===== src/rtl/uart_rx_cfg.sv =====
// uart_rx_cfg: runtime-configurable UART receiver with majority-vote sampling
// and a first-word-fall-through receive FIFO drained by valid/ready.
// Optional macro UART_RX_CFG_BREAK_EN adds break detection (break_det port,
// BREAK state); all-zero frames are then reported as breaks, not written.

module uart_rx_cfg #(
    parameter int unsigned DATA_W     = 8,
    parameter int unsigned DIV_W      = 16,
    parameter int unsigned FIFO_DEPTH = 4
) (
    input  logic              clk,
    input  logic              rst,
    input  logic              rx,
    input  logic [DIV_W-1:0]  cfg_baud_div,
    input  logic [3:0]        cfg_data_bits,
    input  logic              cfg_parity_en,
    input  logic              cfg_parity_odd,
    input  logic              cfg_stop2,
    output logic [DATA_W-1:0] m_data,
    output logic              m_parity_err,
    output logic              m_frame_err,
    output logic              m_valid,
    input  logic              m_ready,
    output logic              overrun,
    output logic              busy
`ifdef UART_RX_CFG_BREAK_EN
    ,
    output logic              break_det
`endif
);

    localparam int unsigned ENTRY_W = DATA_W + 2;
    localparam int unsigned AW      = $clog2(FIFO_DEPTH);
    localparam int unsigned PW      = AW + 1;

    typedef enum logic [2:0] {
        S_IDLE,
        S_START,
        S_DATA,
        S_PARITY,
        S_STOP1,
        S_STOP2
`ifdef UART_RX_CFG_BREAK_EN
        ,
        S_BREAK
`endif
    } state_t;

    // ------------------------------------------------------------------
    // Receiver state
    // ------------------------------------------------------------------
    logic              r_rx_meta;
    logic              r_rx_s;
    state_t            r_state;
    logic              r_busy;
    logic [DIV_W-1:0]  r_cnt;
    logic [DIV_W-1:0]  r_div;
    logic [3:0]        r_nbits;
    logic              r_par_en;
    logic              r_par_odd;
    logic              r_stop2;
    logic              r_s0;
    logic              r_s1;
    logic [3:0]        r_bit_idx;
    logic [DATA_W-1:0] r_data;
    logic              r_par_acc;
    logic              r_perr;
    logic              r_ferr;
`ifdef UART_RX_CFG_BREAK_EN
    logic              r_zero;
    logic              r_break_det;
    logic              w_brk;
`endif

    logic [DIV_W-1:0]  w_half;
    logic              w_smp0;
    logic              w_smp1;
    logic              w_dec;
    logic              w_end;
    logic              w_maj;
    logic [3:0]        w_nbits_cfg;
    logic              w_final;
    logic              w_done;
    logic              w_ferr_fin;
    logic              w_par_exp;
    logic              w_wr_req;
    logic [ENTRY_W-1:0] w_wr_data;

    // Bit-period timing: three samples around the bit centre, vote on the third
    assign w_half      = r_div >> 1;
    assign w_smp0      = (r_cnt == w_half - DIV_W'(1));
    assign w_smp1      = (r_cnt == w_half);
    assign w_dec       = (r_cnt == w_half + DIV_W'(1));
    assign w_end       = (r_cnt == r_div - DIV_W'(1));
    assign w_maj       = (r_s0 & r_s1) | (r_s0 & r_rx_s) | (r_s1 & r_rx_s);

    // Out-of-range data-bit counts fall back to the widest frame
    assign w_nbits_cfg = ((cfg_data_bits >= 4'd5) && (cfg_data_bits <= 4'(DATA_W)))
                         ? cfg_data_bits : 4'(DATA_W);

    // Frame completes at the vote of the last stop bit
    assign w_final     = ((r_state == S_STOP1) && !r_stop2) || (r_state == S_STOP2);
    assign w_done      = w_final && w_dec;
    assign w_ferr_fin  = r_ferr | ~w_maj;
    assign w_par_exp   = r_par_acc ^ r_par_odd;
    assign w_wr_data   = {w_ferr_fin, r_perr, r_data};

`ifdef UART_RX_CFG_BREAK_EN
    // Break: data, parity and first stop bit all voted 0
    assign w_brk       = w_done && r_zero && ((r_state == S_STOP2) || !w_maj);
    assign w_wr_req    = w_done && !w_brk;
`else
    assign w_wr_req    = w_done;
`endif

    // Two-flop synchroniser for the asynchronous rx pad
    always_ff @(posedge clk) begin
        if (rst) begin
            r_rx_meta <= 1'b1;
            r_rx_s    <= 1'b1;
        end else begin
            r_rx_meta <= rx;
            r_rx_s    <= r_rx_meta;
        end
    end

    // Frame FSM: bit timing, sampling, data assembly and error flags
    always_ff @(posedge clk) begin
        if (rst) begin
            r_state   <= S_IDLE;
            r_busy    <= 1'b0;
            r_cnt     <= '0;
            r_div     <= DIV_W'(8);
            r_nbits   <= 4'(DATA_W);
            r_par_en  <= 1'b0;
            r_par_odd <= 1'b0;
            r_stop2   <= 1'b0;
            r_s0      <= 1'b1;
            r_s1      <= 1'b1;
            r_bit_idx <= '0;
            r_data    <= '0;
            r_par_acc <= 1'b0;
            r_perr    <= 1'b0;
            r_ferr    <= 1'b0;
`ifdef UART_RX_CFG_BREAK_EN
            r_zero      <= 1'b0;
            r_break_det <= 1'b0;
`endif
        end else begin
`ifdef UART_RX_CFG_BREAK_EN
            r_break_det <= w_brk;
`endif
            if (r_state != S_IDLE) begin
                r_cnt <= w_end ? '0 : r_cnt + DIV_W'(1);
                if (w_smp0) r_s0 <= r_rx_s;
                if (w_smp1) r_s1 <= r_rx_s;
            end

            case (r_state)
                S_IDLE: begin
                    if (!r_rx_s) begin
                        r_state   <= S_START;
                        r_busy    <= 1'b1;
                        r_cnt     <= '0;
                        r_div     <= cfg_baud_div;
                        r_nbits   <= w_nbits_cfg;
                        r_par_en  <= cfg_parity_en;
                        r_par_odd <= cfg_parity_odd;
                        r_stop2   <= cfg_stop2;
                        r_bit_idx <= '0;
                        r_data    <= '0;
                        r_par_acc <= 1'b0;
                        r_perr    <= 1'b0;
                        r_ferr    <= 1'b0;
`ifdef UART_RX_CFG_BREAK_EN
                        r_zero    <= 1'b1;
`endif
                    end
                end

                S_START: begin
                    if (w_dec && w_maj) begin
                        r_state <= S_IDLE;
                        r_busy  <= 1'b0;
                    end else if (w_end) begin
                        r_state <= S_DATA;
                    end
                end

                S_DATA: begin
                    if (w_dec) begin
                        r_data    <= r_data | (DATA_W'(w_maj) << r_bit_idx);
                        r_par_acc <= r_par_acc ^ w_maj;
`ifdef UART_RX_CFG_BREAK_EN
                        if (w_maj) r_zero <= 1'b0;
`endif
                    end
                    if (w_end) begin
                        if (r_bit_idx == r_nbits - 4'd1) begin
                            r_state <= r_par_en ? S_PARITY : S_STOP1;
                        end else begin
                            r_bit_idx <= r_bit_idx + 4'd1;
                        end
                    end
                end

                S_PARITY: begin
                    if (w_dec) begin
                        if (w_maj != w_par_exp) r_perr <= 1'b1;
`ifdef UART_RX_CFG_BREAK_EN
                        if (w_maj) r_zero <= 1'b0;
`endif
                    end
                    if (w_end) r_state <= S_STOP1;
                end

                S_STOP1: begin
                    if (w_dec) begin
                        if (!w_maj) r_ferr <= 1'b1;
`ifdef UART_RX_CFG_BREAK_EN
                        if (w_maj) r_zero <= 1'b0;
`endif
                    end
                    if (w_done) begin
`ifdef UART_RX_CFG_BREAK_EN
                        r_state <= w_brk ? S_BREAK : S_IDLE;
                        r_busy  <= w_brk;
`else
                        r_state <= S_IDLE;
                        r_busy  <= 1'b0;
`endif
                    end else if (r_stop2 && w_end) begin
                        r_state <= S_STOP2;
                    end
                end

                S_STOP2: begin
                    if (w_dec && !w_maj) r_ferr <= 1'b1;
                    if (w_done) begin
`ifdef UART_RX_CFG_BREAK_EN
                        r_state <= w_brk ? S_BREAK : S_IDLE;
                        r_busy  <= w_brk;
`else
                        r_state <= S_IDLE;
                        r_busy  <= 1'b0;
`endif
                    end
                end

`ifdef UART_RX_CFG_BREAK_EN
                S_BREAK: begin
                    if (r_rx_s) begin
                        r_state <= S_IDLE;
                        r_busy  <= 1'b0;
                    end
                end
`endif

                default: begin
                    r_state <= S_IDLE;
                    r_busy  <= 1'b0;
                end
            endcase
        end
    end

    // ------------------------------------------------------------------
    // Receive FIFO with registered head (first-word-fall-through)
    // ------------------------------------------------------------------
    logic [ENTRY_W-1:0] r_mem [FIFO_DEPTH];
    logic [PW-1:0]      r_wptr;
    logic [PW-1:0]      r_rptr;
    logic               r_m_valid;
    logic [ENTRY_W-1:0] r_head;
    logic               r_overrun;

    logic               w_full;
    logic               w_pop;
    logic               w_wr;
    logic [PW-1:0]      w_wptr_nxt;
    logic [PW-1:0]      w_rptr_nxt;
    logic [ENTRY_W-1:0] w_head_nxt;

    assign w_full     = (r_wptr[AW-1:0] == r_rptr[AW-1:0]) && (r_wptr[AW] != r_rptr[AW]);
    assign w_pop      = r_m_valid && m_ready;
    assign w_wr       = w_wr_req && (!w_full || w_pop);
    assign w_wptr_nxt = r_wptr + PW'(w_wr);
    assign w_rptr_nxt = r_rptr + PW'(w_pop);
    // New head is the entry being written when the FIFO would otherwise be empty
    assign w_head_nxt = (w_wr && (w_rptr_nxt == r_wptr)) ? w_wr_data
                                                         : r_mem[w_rptr_nxt[AW-1:0]];

    // Storage array write port
    always_ff @(posedge clk) begin
        if (w_wr) r_mem[r_wptr[AW-1:0]] <= w_wr_data;
    end

    // Pointers, head register, valid and overrun pulse
    always_ff @(posedge clk) begin
        if (rst) begin
            r_wptr    <= '0;
            r_rptr    <= '0;
            r_m_valid <= 1'b0;
            r_head    <= '0;
            r_overrun <= 1'b0;
        end else begin
            r_wptr    <= w_wptr_nxt;
            r_rptr    <= w_rptr_nxt;
            r_m_valid <= (w_wptr_nxt != w_rptr_nxt);
            if (w_wptr_nxt != w_rptr_nxt) r_head <= w_head_nxt;
            r_overrun <= w_wr_req && w_full && !w_pop;
        end
    end

    assign m_data       = r_head[DATA_W-1:0];
    assign m_parity_err = r_head[DATA_W];
    assign m_frame_err  = r_head[DATA_W+1];
    assign m_valid      = r_m_valid;
    assign overrun      = r_overrun;
    assign busy         = r_busy;
`ifdef UART_RX_CFG_BREAK_EN
    assign break_det    = r_break_det;
`endif

endmodule


===== config.mk =====
export PLATFORM = sky130hd
export DESIGN_NAME = uart_rx_cfg
export DESIGN_NICKNAME = d
export VERILOG_FILES = /design/src/rtl/uart_rx_cfg.sv
export SDC_FILE = /design/constraint.sdc
export NUM_CORES = 1
export LEC_CHECK = 0
export ABC_AREA = 1
export CAP_MARGIN = 20
export CORE_UTILIZATION = 54
export CTS_CLUSTER_DIAMETER = 40
export DETAILED_ROUTE_END_ITERATION = 8
export GPL_ROUTABILITY_DRIVEN = 0
export HOLD_SLACK_MARGIN = 0.08
export PLACE_DENSITY_LB_ADDON = 0.15
export SYNTH_ARGS = -nofsm -noshare
export SYNTH_HDL_FRONTEND = slang
export SYNTH_SLANG_ARGS = --single-unit

===== constraint.sdc =====
create_clock -name clk -period 3.45 [get_ports clk]
set_clock_uncertainty 0.15 [all_clocks]
set_input_delay 0.5175 -clock clk [delete_from_list [all_inputs] [get_ports clk]]
set_output_delay 0.5175 -clock clk [all_outputs]
set_load 0.01 [all_outputs]

==> flow_metrics.tcl, run 1 <==
set metrics [dict create \
    clk_latency_ns 0.43 \
    wl_per_cell_microns 14.75 \
    ys.flop_type "dfxtp_1" \
    relSlewSlack 0.6193 \
    cts_tree "yes" \
    period_minus_slack_ns 3.239 \
    grt_max_degree 30 \
    slowest_delay_ns 0.39 \
    dp_hpwl_microns 12870 \
    grt_pass1_vias 5881 \
    crit_fanout 6 \
    regToRegEndpoint "r_head[3]" \
    yosysWarnings 0 \
    synth_top_area_cell "dfxtp_1" \
    cts.sinks 120 \
    dpl_cell_area_sq_um 7535 \
    portBuffers 39 \
    crit_arrival_ns 3.47 \
    synthCells 958 \
    antenna_found_initial 0 \
    r2r_slack_ns 0.21 \
    max_freq_mhz 308.7 \
    cts_root_buffer "clkbuf_16" \
    cp-start-kind "flip-flop" \
    start_util 0.5637 \
    syn_area_per_cell_sq_um 7.186 \
    fp-row-count 40 \
    finalMaxSlewViolations 0 \
    vias 6337 \
    async_reset_ff_frac 0 \
    ir_worst_vdd_mv 0.5960 \
    track_usage 0.2860 \
    cp_data_required_time_ns 3.68 \
    wl_microns 17630 \
    clockBufferDepth 2 \
    setup_viol 0 \
    area_growth_pct 19.77 \
    drt_first_pass_iters 5 \
    core_region_area_sq_um 12210 \
    die_area_sq_um 13200 \
    nNetsFinal 1051 \
    synthTopCellsByArea "dfxtp_1 23%, edfxtp_1 17%, nand2_1 13%, nor2_1 7.4%, inv_1 5.8%" \
    fin_area_sq_um 8245 \
    cp-endpoint "r_head[3]" \
    ys_ff_latch 120 \
    pin_count 40 \
    period_share 0.9388 \
    grt_pass1_wl_microns 28900 \
    synth_cell_types 45 \
    grt_overflow 0 \
    cts_buffers 17 \
    yosysTopAreaCellShare 0.2326 \
    cp_slowest_cell "dfxtp_4" \
    drcViolationCount 0 \
    p_leak_nw 3.542 \
    r2r-start "r_div[2]" \
    die_y_microns 114.9 \
    r2r_cells 22 \
    status "complete, no violations" \
    initialDrtViolationCount 457 \
    clk_pin_slew_worst_paths_ns 0.06 \
    antenna_cells 0 \
    p_total_mw 4.689 \
    synth_edf_count 40 \
    critical_path_class "flip-flop to flip-flop" \
    drive_gt1_frac 0.1013 \
    drt.antenna.violating_nets 0 \
    die_x_microns 114.9 \
    power_density_nw_per_um2 568.7 \
    end_kind "flip-flop" \
    hold_path_class "flip-flop to flip-flop" \
    synth_fp_nets 995 \
    synth_seq_area_share 0.4071 \
    syn_area_sq_um 6884 \
    crit_top_cell "nand2_1" \
    crit_chain "inv_2 > ha_4 > inv_2 > nand2_1 > nand2_1 > nand2_1 > nor2_1 > nand2_1 > nor2_1 > nand3_1 > nor2_1 > nand3_2 > nor3b_4 > ha_2 > ha_4 > xor2_1 > a21oi_2 > nand2_1 > nor2_2 > buf_4 > nand2_1 > nand2_1" \
    hold_violations 0 \
    critPathLaunch "r_div[2]" \
    vias_per_cell 5.303 \
    htreeDepth 4 \
    tightest_slew_ns 0.5670 \
    cap_violations 0 \
]
==> layer usage <==
layer  global-route usage  vias up  share of wire
li1                     -     3223              -
met1               0.3967     2853           0.46
met2               0.4430      236           0.44
met3              0.05588       25          0.083
met4               0.1056        0          0.015
met5                    0        -              0
==> worst min-delay path by stage <==
stage	depth (start not counted)	end	from	slack (ns)
finish	1	r_rx_s	r_rx_meta	0.26
global route	1	r_rx_s	r_rx_meta	0.28
CTS	1	r_rx_s	r_rx_meta	0.26
detailed placement	1	r_rx_s	r_rx_meta	0.25
global placement	1	r_rx_s	r_rx_meta	0.25
floorplan	1	r_rx_s	r_rx_meta	0.24
==> through the flow <==
stage	utilization	TNS, ns	std cells	hold WS, ns	worst slack (ns)
detailed placement	0.6170	-0.5358	1160	0.2479	-0.06959
CTS	0.6651	0	1192	0.2624	0.1285
floorplan	-	0	958	0.2395	0.1642
global route	0.6752	-0.1132	1195	0.2798	-0.03023
global placement	0.6170	0	1160	0.2465	0.04255
finish	0.6752	0	1195	0.2636	0.2111
==> final cells by class <==
class	instances	area, sq um
Fill cell	1056	3966
Multi-Input combinational cell	698	3612
Sequential cell	120	2819
Timing Repair Buffer	68	611.8
Clock buffer	17	425.4
Inverter	109	409.1
Tap cell	168	210.2
Clock inverter	15	157.7
==> sequential cells by signal, summed over array words and instances (netlist names), 3 cells and up <==
name / flops
r_mem: 40
r_head: 10
r_state: 3
r_rptr: 3
r_data: 8
r_cnt: 16
r_bit_idx: 4
r_wptr: 3
r_nbits: 4
r_div: 16
==> power by group <==
group          internal (mW)  switching (mW)
registers               1.54           0.119
logic                  0.458           0.814
clock network           1.02           0.738
total                   3.02            1.67
==> cells in the mapped netlist (3+ instances only) <==
cell type / count
nand2_1: 245
nor2_1: 135
inv_1: 107
dfxtp_1: 80
nand3_1: 78
a21oi_1: 50
edfxtp_1: 40
xor2_1: 33
o21ai_0: 29
xnor2_1: 26
nor3_1: 17
clkbuf_1: 16
nand4_1: 15
a32o_1: 10
ha_1: 10
buf_2: 9
a211oi_1: 5
nor4_1: 5
nand3_2: 4
o211ai_1: 4
and2_1: 3
nor2_2: 3
nor2_4: 3
nor3b_1: 3
o22ai_1: 3
==> cells in the final DEF, fill, tap and decap left out, types with 3 or more instances in the layout <==
cell and instances:
a32o_1 10, o211ai_1 4, ha_1 6, dfxtp_1 71
nand2_1 244, clkbuf_16 17, nor2_2 3, a211oi_1 5
inv_2 4, nor2_1 133, ha_4 3, clkinv_4 4
and2_1 3, nand4_1 15, inv_6 4, dfxtp_2 7
a21oi_1 48, inv_8 4, o21ai_0 29, clkdlybuf4s50_1 39
buf_4 28, nor2_4 5, xor2_1 33, nor4_1 5
xnor2_1 25, inv_1 104, edfxtp_1 40, nor3b_1 3
nand3_2 5, nor3_1 17, nand3_1 77, o22ai_1 3
==> cell families (layout without fill, tap and decap cells) <==
logic type,after synthesis,count (layout),synth area share
simple gates,520,520,0.3257
buf+inv,140,209,0.08051
flops,120,120,0.4071
compound gates,109,109,0.09342
xor+xnor,59,59,0.07506
fa+ha+maj,10,10,0.01818
==> worst max-delay path, delay by kind of cell, from the launching register on <==
family          cells  cell delay (ns)
simple gates       14             1.38
buf+inv             3             0.28
flops               1             0.39
compound gates      1             0.19
xor+xnor            1             0.15
fa+ha+maj           3             0.65
==> repair_timing <==
action	CTS	global route
pin swaps	0	10
buffers inserted	0	2
resized for setup	1	31
cloned	0	1
hold endpoints to repair	0	0
hold buffers	0	0
endpoints found under the setup margin	10	11
Power figures use the tool's default switching activity.
==> run 2: changes to the inputs <==
--- a/config.mk
+++ b/config.mk
@@ -9,6 +9,7 @@
 export CAP_MARGIN = 20
 export CORE_UTILIZATION = 54
 export CTS_CLUSTER_DIAMETER = 40
+export CTS_CLUSTER_SIZE = 16
 export DETAILED_ROUTE_END_ITERATION = 8
 export GPL_ROUTABILITY_DRIVEN = 0
 export HOLD_SLACK_MARGIN = 0.08
==> results of run 2 <==
The final DEF is identical to that of run 1; final timing and power are the same.
==> run 3: changes to the inputs <==
==> constraint.sdc (replaced) <==
create_clock -name clk -period 3.45 [get_ports clk]
set_clock_uncertainty 0.15 [all_clocks]
set_input_delay 0.345 -clock clk [delete_from_list [all_inputs] [get_ports clk]]
set_output_delay 0.345 -clock clk [all_outputs]
set_load 0.01 [all_outputs]
==> flow_metrics.tcl, run 3 (same netlist as run 1, synthesis figures left out) <==
set metrics [dict create \
    final_cell_mix "243 x nand2_1, 132 x nor2_1, 106 x inv_1" \
    pin_count 40 \
    fp-row-count 40 \
    track_usage 0.2789 \
    drt.antenna.violating_nets 0 \
    drive_gt1_frac 0.09621 \
    core_region_area_sq_um 12210 \
    hold_path_class "flip-flop to flip-flop" \
    setup_viol 0 \
    cp-start-kind "flip-flop" \
    cts.sinks 120 \
    dp_hpwl_microns 12720 \
    finalCoreUtilization 0.6769 \
    cp_data_required_time_ns 3.66 \
    cap_violations 0 \
    wl_microns 17510 \
    vias 6319 \
    critical_path.top_delay_family "simple AND/OR/NAND/NOR gates" \
    path_buf_inv 3 \
    end_kind "flip-flop" \
    wl_per_cell_microns 14.63 \
    period_minus_slack_ns 3.257 \
    vias_per_cell 5.279 \
    slowest_delay_ns 0.37 \
    antenna_found_initial 0 \
    drt_first_pass_iters 6 \
    layout_commonest_cell "nand2_1" \
    initialDrtViolationCount 495 \
    grt_overflow 0 \
    critical_path_class "flip-flop to flip-flop" \
    drcViolationCount 0 \
    die_x_microns 114.9 \
    die_area_sq_um 13200 \
    p_total_mw 4.738 \
    period_share 0.9440 \
    largest_reg_flops 40 \
    grt_pass1_wl_microns 28100 \
    max_freq_mhz 307.0 \
    crit_arrival_ns 3.47 \
    fin_area_sq_um 8267 \
    nNetsFinal 1053 \
    status "complete, no violations" \
    cp_slowest_cell "dfxtp_4" \
    portBuffers 39 \
    die_y_microns 114.9 \
    area_growth_pct 20.08 \
    antenna_cells 0 \
    relSlewSlack 0.6037 \
    power_density_nw_per_um2 573.2 \
    finalMaxSlewViolations 0 \
    clockBufferDepth 2 \
    p_leak_nw 3.555 \
    dpl_cell_area_sq_um 7542 \
    crit_fanout 5 \
    cts_tree "yes" \
    crit_chain "inv_1 > ha_1 > inv_1 > nand2_1 > nand2_1 > nand2_1 > nor2_1 > nand2_1 > nor2_1 > nand3_1 > nor2_2 > nand3_2 > nor3b_4 > ha_2 > ha_4 > xor2_1 > a21oi_2 > nand2_1 > nor2_2 > buf_4 > nand2_1 > nand2_1" \
    htreeDepth 4 \
    holdWs_ns 0.2628 \
    fillers 1076 \
    tightest_slew_ns 0.5913 \
    cts_buffers 17 \
    hold_violations 0 \
    clk_pin_slew_worst_paths_ns 0.06 \
    grt_pass1_vias 5805 \
    crit_top_cell "nand2_1" \
    ir_worst_vdd_mv 0.5081 \
    start_util 0.5637 \
    grt_max_degree 30 \
    clk_latency_ns 0.42 \
    cts_root_buffer "clkbuf_16" \
]
## run 3: changes by cell type in the layout (fill, tap and decap cells not counted), moves of 2 or more
cell	previous run	this run
clkinv_4	4	2
dfxtp_1	71	77
buf_4	28	30
nor2_2	3	5
dfxtp_2	7	1
inv_2	4	2
inv_1	104	106
## run 3: final timing paths
check	from	end	slack [ns]	cells after the start
max	r_div[1]	r_head[4]	0.19	22
min	r_rx_meta	r_rx_s	0.26	1
max reg2reg	r_div[1]	r_head[4]	0.19	22
min reg2reg	r_rx_meta	r_rx_s	0.26	1
## run 3: worst reg2reg max path: cells and delay by family (launching register included)
kind,cells,cell delay (ns)
buf+inv,3,0.30
compound gates,1,0.19
xor+xnor,1,0.15
flops,1,0.37
fa+ha+maj,3,0.71
simple gates,14,1.34
## run 3: layer usage
layer  track usage  wire (microns)
met1        0.3904            8141
met2        0.4257            7699
met3       0.05851            1415
met4        0.1013             254
met5             0               0
## run 3: final cells by class
cell class,count,area (sq um),area share
Inverter,109,409.1,0.04949
Timing Repair Buffer,70,626.9,0.07583
Tap cell,168,210.2,0.02543
Clock buffer,17,425.4,0.05146
Clock inverter,15,183.9,0.02225
Sequential cell,120,2811,0.3401
Multi-Input combinational cell,698,3600,0.4354
## run 3: stage by stage
step / setup WS (ns) / instances / setup TNS (ns)
after global routing: -0.02883 / 1197 / -0.1411
after CTS: 0.1379 / 1193 / 0
final: 0.1932 / 1197 / 0
after floorplan: 0.1642 / 958 / 0
after detailed placement: -0.06421 / 1161 / -0.4585
after global placement: 0.01771 / 1161 / 0
## run 3: repair_timing
action                                  4_1_cts  5_1_grt
pin swaps                                     0        6
cloned                                        0        1
hold buffers                                  0        0
endpoints found under the setup margin       10       11
resized for setup                             1       23
setup buffers                                 0        3
## run 3: where the power goes
group	switching [mW]	internal, mW
clock network	0.724	1.10
logic	0.802	0.457
registers	0.120	1.54
total	1.64	3.09
